==> config.mk <==
export PLATFORM = sky130hd
export DESIGN_NAME = mips_mc_seq
export DESIGN_NICKNAME = d
export VERILOG_FILES = /design/src/rtl/mips_mc_pkg.sv /design/src/rtl/mips_mc_pc.sv /design/src/rtl/mips_mc_seq.sv
export SDC_FILE = /design/constraint.sdc
export NUM_CORES = 1
export LEC_CHECK = 0
export CAP_MARGIN = 40
export CORE_MARGIN = 1
export CORE_UTILIZATION = 45
export DETAILED_ROUTE_END_ITERATION = 10
export PLACE_DENSITY_LB_ADDON = 0.3
export SLEW_MARGIN = 10
export SYNTH_ARGS = -nofsm -noshare
export SYNTH_HDL_FRONTEND = slang
export SYNTH_SLANG_ARGS = --single-unit
==> constraint.sdc <==
create_clock -name clk -period 5.5 [get_ports clk]
set_input_delay 1.1 -clock clk [delete_from_list [all_inputs] [get_ports clk]]
set_output_delay 1.1 -clock clk [all_outputs]
set_load 0.01 [all_outputs]
==> src/rtl/mips_mc_pkg.sv <==
// Shared definitions for the multi-cycle MIPS sequencer: state encoding, default
// reset vector and the opcode/funct values the class decoder keys on.
package mips_mc_pkg;

  typedef enum logic [2:0] {
    StFetch  = 3'd0,
    StDecode = 3'd1,
    StExec   = 3'd2,
    StMem    = 3'd3,
    StWb     = 3'd4,
    StHalt   = 3'd5
  } mc_state_e;

  localparam logic [31:0] DefaultResetPc = 32'h0000_0000;

  localparam logic [5:0] OpSpecial    = 6'h00;
  localparam logic [5:0] OpJ          = 6'h02;
  localparam logic [5:0] OpBeq        = 6'h04;
  localparam logic [5:0] OpLw         = 6'h23;
  localparam logic [5:0] OpSw         = 6'h2b;
  localparam logic [5:0] FunctJr      = 6'h08;
  localparam logic [5:0] FunctSyscall = 6'h0c;
  localparam logic [5:0] FunctAdd     = 6'h20;

endpackage

==> src/rtl/mips_mc_pc.sv <==
// Program counter and pc+4 registers. pc+4 is captured at fetch; the PC itself only
// moves on retire, taking either the word-aligned redirect target or pc+4.
module mips_mc_pc #(
  parameter int unsigned        ADDR_W   = 32,
  parameter logic [ADDR_W-1:0]  RESET_PC = '0
) (
  input  logic              clk_i,
  input  logic              rst_i,
  input  logic              fetch_i,
  input  logic              retire_i,
  input  logic              redirect_i,
  input  logic [ADDR_W-1:0] redirect_pc_i,
  output logic [ADDR_W-1:0] pc_o,
  output logic [ADDR_W-1:0] pc_plus_4_o
);

  localparam logic [ADDR_W-1:0] AlignMask = ~ADDR_W'(3);
  localparam logic [ADDR_W-1:0] ResetPc   = RESET_PC & AlignMask;

  logic [ADDR_W-1:0] pc_d, pc_q;
  logic [ADDR_W-1:0] pc_plus_4_d, pc_plus_4_q;

  always_comb begin
    pc_d        = pc_q;
    pc_plus_4_d = pc_plus_4_q;
    if (fetch_i) begin
      pc_plus_4_d = pc_q + ADDR_W'(4);
    end
    if (retire_i) begin
      pc_d = redirect_i ? (redirect_pc_i & AlignMask) : pc_plus_4_q;
    end
  end

  always_ff @(posedge clk_i or posedge rst_i) begin
    if (rst_i) begin
      pc_q        <= ResetPc;
      pc_plus_4_q <= ResetPc + ADDR_W'(4);
    end else begin
      pc_q        <= pc_d;
      pc_plus_4_q <= pc_plus_4_d;
    end
  end

  assign pc_o        = pc_q;
  assign pc_plus_4_o = pc_plus_4_q;

endmodule

==> src/rtl/mips_mc_seq.sv <==
// Multi-cycle FETCH/DECODE/EXEC/MEM/WB sequencer with req/ready memory handshakes,
// global run enable, halt-on-syscall and a wrapping retired-instruction counter.
module mips_mc_seq
  import mips_mc_pkg::*;
#(
  parameter int unsigned       ADDR_W   = 32,
  parameter logic [ADDR_W-1:0] RESET_PC = ADDR_W'(DefaultResetPc),
  parameter int unsigned       CNT_W    = 32
) (
  input  logic              clk,
  input  logic              rst,
  input  logic              en,
  output logic              imem_req,
  output logic [ADDR_W-1:0] imem_addr,
  input  logic              imem_ready,
  input  logic [31:0]       imem_rdata,
  output logic [31:0]       ir,
  output logic [ADDR_W-1:0] pc,
  output logic [ADDR_W-1:0] pc_plus_4,
  input  logic              is_load,
  input  logic              is_store,
  input  logic              reg_write,
  input  logic              syscall,
  input  logic              redirect,
  input  logic [ADDR_W-1:0] redirect_pc,
  output logic              dmem_req,
  output logic              dmem_we,
  input  logic              dmem_ready,
  output logic              rf_we,
  output logic [2:0]        state,
  output logic              halted,
  output logic [CNT_W-1:0]  retired
);

  mc_state_e        state_d, state_q;
  logic [31:0]      ir_d, ir_q;
  logic [CNT_W-1:0] retired_d, retired_q;
  logic             fetch_done;
  logic             retire;
  logic             run;

  // Strobes are suppressed while reset is held, even though the state already reads FETCH.
  assign run = en & ~rst;

  always_comb begin
    state_d    = state_q;
    ir_d       = ir_q;
    retired_d  = retired_q;
    fetch_done = 1'b0;
    retire     = 1'b0;
    imem_req   = 1'b0;
    dmem_req   = 1'b0;
    dmem_we    = 1'b0;
    rf_we      = 1'b0;
    if (run) begin
      unique case (state_q)
        StFetch: begin
          imem_req = 1'b1;
          if (imem_ready) begin
            ir_d       = imem_rdata;
            fetch_done = 1'b1;
            state_d    = StDecode;
          end
        end
        StDecode: begin
          state_d = syscall ? StHalt : StExec;
        end
        StExec: begin
          if (is_load || is_store) begin
            state_d = StMem;
          end else if (reg_write) begin
            state_d = StWb;
          end else begin
            retire  = 1'b1;
            state_d = StFetch;
          end
        end
        StMem: begin
          dmem_req = 1'b1;
          dmem_we  = is_store;
          if (dmem_ready) begin
            if (is_load) begin
              state_d = StWb;
            end else begin
              retire  = 1'b1;
              state_d = StFetch;
            end
          end
        end
        StWb: begin
          rf_we   = 1'b1;
          retire  = 1'b1;
          state_d = StFetch;
        end
        StHalt: begin
          state_d = StHalt;
        end
        default: begin
          state_d = StFetch;
        end
      endcase
    end
    if (retire) begin
      retired_d = retired_q + CNT_W'(1);
    end
  end

  always_ff @(posedge clk or posedge rst) begin
    if (rst) begin
      state_q   <= StFetch;
      ir_q      <= '0;
      retired_q <= '0;
    end else begin
      state_q   <= state_d;
      ir_q      <= ir_d;
      retired_q <= retired_d;
    end
  end

  mips_mc_pc #(
    .ADDR_W   (ADDR_W),
    .RESET_PC (RESET_PC)
  ) u_pc (
    .clk_i         (clk),
    .rst_i         (rst),
    .fetch_i       (fetch_done),
    .retire_i      (retire),
    .redirect_i    (redirect),
    .redirect_pc_i (redirect_pc),
    .pc_o          (pc),
    .pc_plus_4_o   (pc_plus_4)
  );

  assign imem_addr = pc;
  assign ir        = ir_q;
  assign state     = state_q;
  assign halted    = (state_q == StHalt);
  assign retired   = retired_q;

endmodule

==> key figures <==
GRT
  – All-Layer GR Usage: 22.5%
  – Vias in the first global route: 5,008
  – First-pass GRT wire length: 25.5 mm
  – Largest net degree at the start of global routing: 97
  – Gr ovfl total: 0
  – Initial antenna violation count: 0

Yosys
  – Post-synth top flop: dfrtp_1
  – Top-count cell post-synth: dfrtp_1
  – Cells after Synth: 603
  – Number of synthesized flops with an enable pin: 0
  – Top post-synthesis cells by area: dfrtp_1 (51%), mux2_2 (6.4%), nand2_1 (5.4%)
  – Area leader, netlist: dfrtp_1
  – Avg Synthesized Cell Area: 10.6 um^2
  – Top post-synthesis cells by count: dfrtp_1 (130), nand2_1 (92), o21ai_0 (55)
  – Distinct cells, synth: 48
  – Number of synthesis warnings: 0
  – Async SR Flop Fraction: 100%
  – Netlist Area Pre-Place: 0.00638 mm^2
  – Area fraction of the dominant cell type after synthesis: 51.0%
  – Post-synthesis register bit count: 131
  – Syn nets: 679
  – Register area share after synthesis: 51.4%

Pwr
  – Peak VDD IR: 0.000269 V
  – PnR Total Power: 4570 uW
  – PD cells: 487 mW/mm^2
  – Pleak: 0.00401 uW

Clock tree
  – CTS tree: built
  – Cts repair resizes: 0
  – CTS Buffer Depth: 2
  – Cts hold-fix bufs: 0
  – Post-CTS Setup Inserts: 0
  – Clock Latency Late Sink: 0.42 ns
  – Clock sink total: 131
  – Root Buffer: clkbuf_16
  – H-tree levels: 4
  – Total CTS buffers: 17
  – Worst-path clk slew: 0.05 ns

Job
  – Max_cap viols: 0

Detailed routing
  – Final ANT Viol Nets: 0
  – Vias per cell: 5.15
  – Routed WL per cell: 16.1 um
  – DR DRC count: 0
  – First-pass iteration count of the detailed router: 4
  – Routed WL: 16.1 mm
  – Drt first-iter violations: 297
  – Vias: 5,141

Die
  – Die height: 121 um
  – Chip Width: 121 um
  – IO Count: 242
  – Rows: 43
  – Die area: 0.0147 mm^2
  – Initial Util: 46.0%
  – CORE AREA: 0.0139 mm^2

Setup path
  – CP max FO: 4
  – Critical path type: in -> out
  – Critical Path RT: 4.40 ns
  – Crit path launch type: input pin
  – Crit. End Element: output port
  – Crit path DAT: 2.99 ns

Placement
  – RD Place Congestion: 0.829
  – HPWL after detailed placement: 11.2 mm
  – I/O Buffers: 239

STA
  – Final hold violations: 0
  – Final Slew Violations: 0
  – Tmin final: 4.09 ns
  – Clock skew: 0.00574 ns
  – Unrepaired setup endpoints after global routing: no
  – Setup-failing EPs final: 0
  – Headroom to the max-slew limit: 41.2%
  – Crit share post-route: 74.3%
  – Min Hold Slack: 0.484 ns
  – Final TNS setup: 0 ns
  – FMAX: 245 MHz
  – Slew @ Worst Pin: 0.882 ns

Cells and area
  – Register Area: 0.00328 mm^2
  – Diodes inserted: 0
  – Area Overhead vs Synth: 47.3%
  – Final Core Density: 67.7%
  – Nets: 881
  – Filler Cells Inserted: 1,053
  – Multi-input gate area: 0.00269 mm^2
  – Share of cells above drive strength 1: 10.8%

Hold path
  – Min-Delay Path Class: reg -> reg

Outcome
  – Run status: finished, final reports clean
registers in the layout, indices dropped and copies added, names as in the netlist:
signal,cells
ir,32
retired,32
state,3
u_pc.pc_o,32
u_pc.pc_plus_4_o,32
per-layer routing:
| metal | track usage [%] | vias up | share of wire (%) |
|---|---|---|---|
| met5 | 0 | - | 0 |
| met4 | 8.33 | 0 | 1.7 |
| met3 | 7.14 | 22 | 7.3 |
| met2 | 37.3 | 204 | 49 |
| met1 | 27.3 | 2469 | 42 |
| li1 | - | 2446 | - |
cell type report:
cell class | instances | area share [%]
clock buffer | 23 | 5.09
sequential | 131 | 34.9
inverter | 9 | 0.413
multi-input combinational | 401 | 28.7
tap | 180 | 2.40
timing repair buffer | 245 | 26.4
clock inverter | 9 | 2.12
final timing paths:
path	from	endpoint	slack [ns]	cells after the start
max	rst	imem_req	1.41	4
min	retired[31]	retired[31]	0.48	1
max reg2reg	state[0]	u_pc.pc_o[4]	3.11	5
min reg2reg	retired[31]	retired[31]	0.48	1
max in group asynchronous	rst	u_pc.pc_o[24]	3.61	3
min in group asynchronous	rst	ir[29]	1.10	2
placed cells by master (no fill, tap or decap), drive strengths merged, types with 7 or more instances in the layout:
cell type / instances
nand2: 92
dfrtp: 130
mux2: 36
xnor2: 37
clkbuf: 23
clkdlybuf4s50: 238
nand4: 11
nor3: 16
mux2i: 30
nor2: 20
o21ai: 62
buf: 7
and4: 9
xor2: 22
nand3: 20
inv: 9
per-stage QoR:
| step | instances | instance area (um^2) | worst slack [ns] |
|---|---|---|---|
| 5_1_grt | 998 | 9400 | 1.31 |
| 6_report | 998 | 9400 | 1.41 |
| 3_3_place_gp | 963 | 8650 | 1.43 |
| 3_5_place_dp | 965 | 8690 | 1.40 |
| 2_1_floorplan | 603 | 6380 | 0.904 |
| 4_1_cts | 997 | 9370 | 1.40 |
critical path, cell delays in order:
cell and delay, ns:
clkdlybuf4s50_1 0.51, nand2b_1 0.23, nor4_1 0.47, clkdlybuf4s50_1 0.67
kinds of logic after synthesis:
| kind of cell | count (synthesis) | synth area share (%) |
|---|---|---|
| compound gates | 76 | 6.41 |
| xor+xnor | 59 | 8.10 |
| fa+ha+maj | 2 | 0.392 |
| buf+inv | 71 | 6.69 |
| flops | 131 | 51.4 |
| mux | 66 | 11.1 |
| simple gates | 198 | 16.0 |
power by group:
part           internal (uW)  switching (uW)
registers               1280             383
clock network            886             409
logic                    999             620
Note: power is estimated with default switching activity, not from simulation.
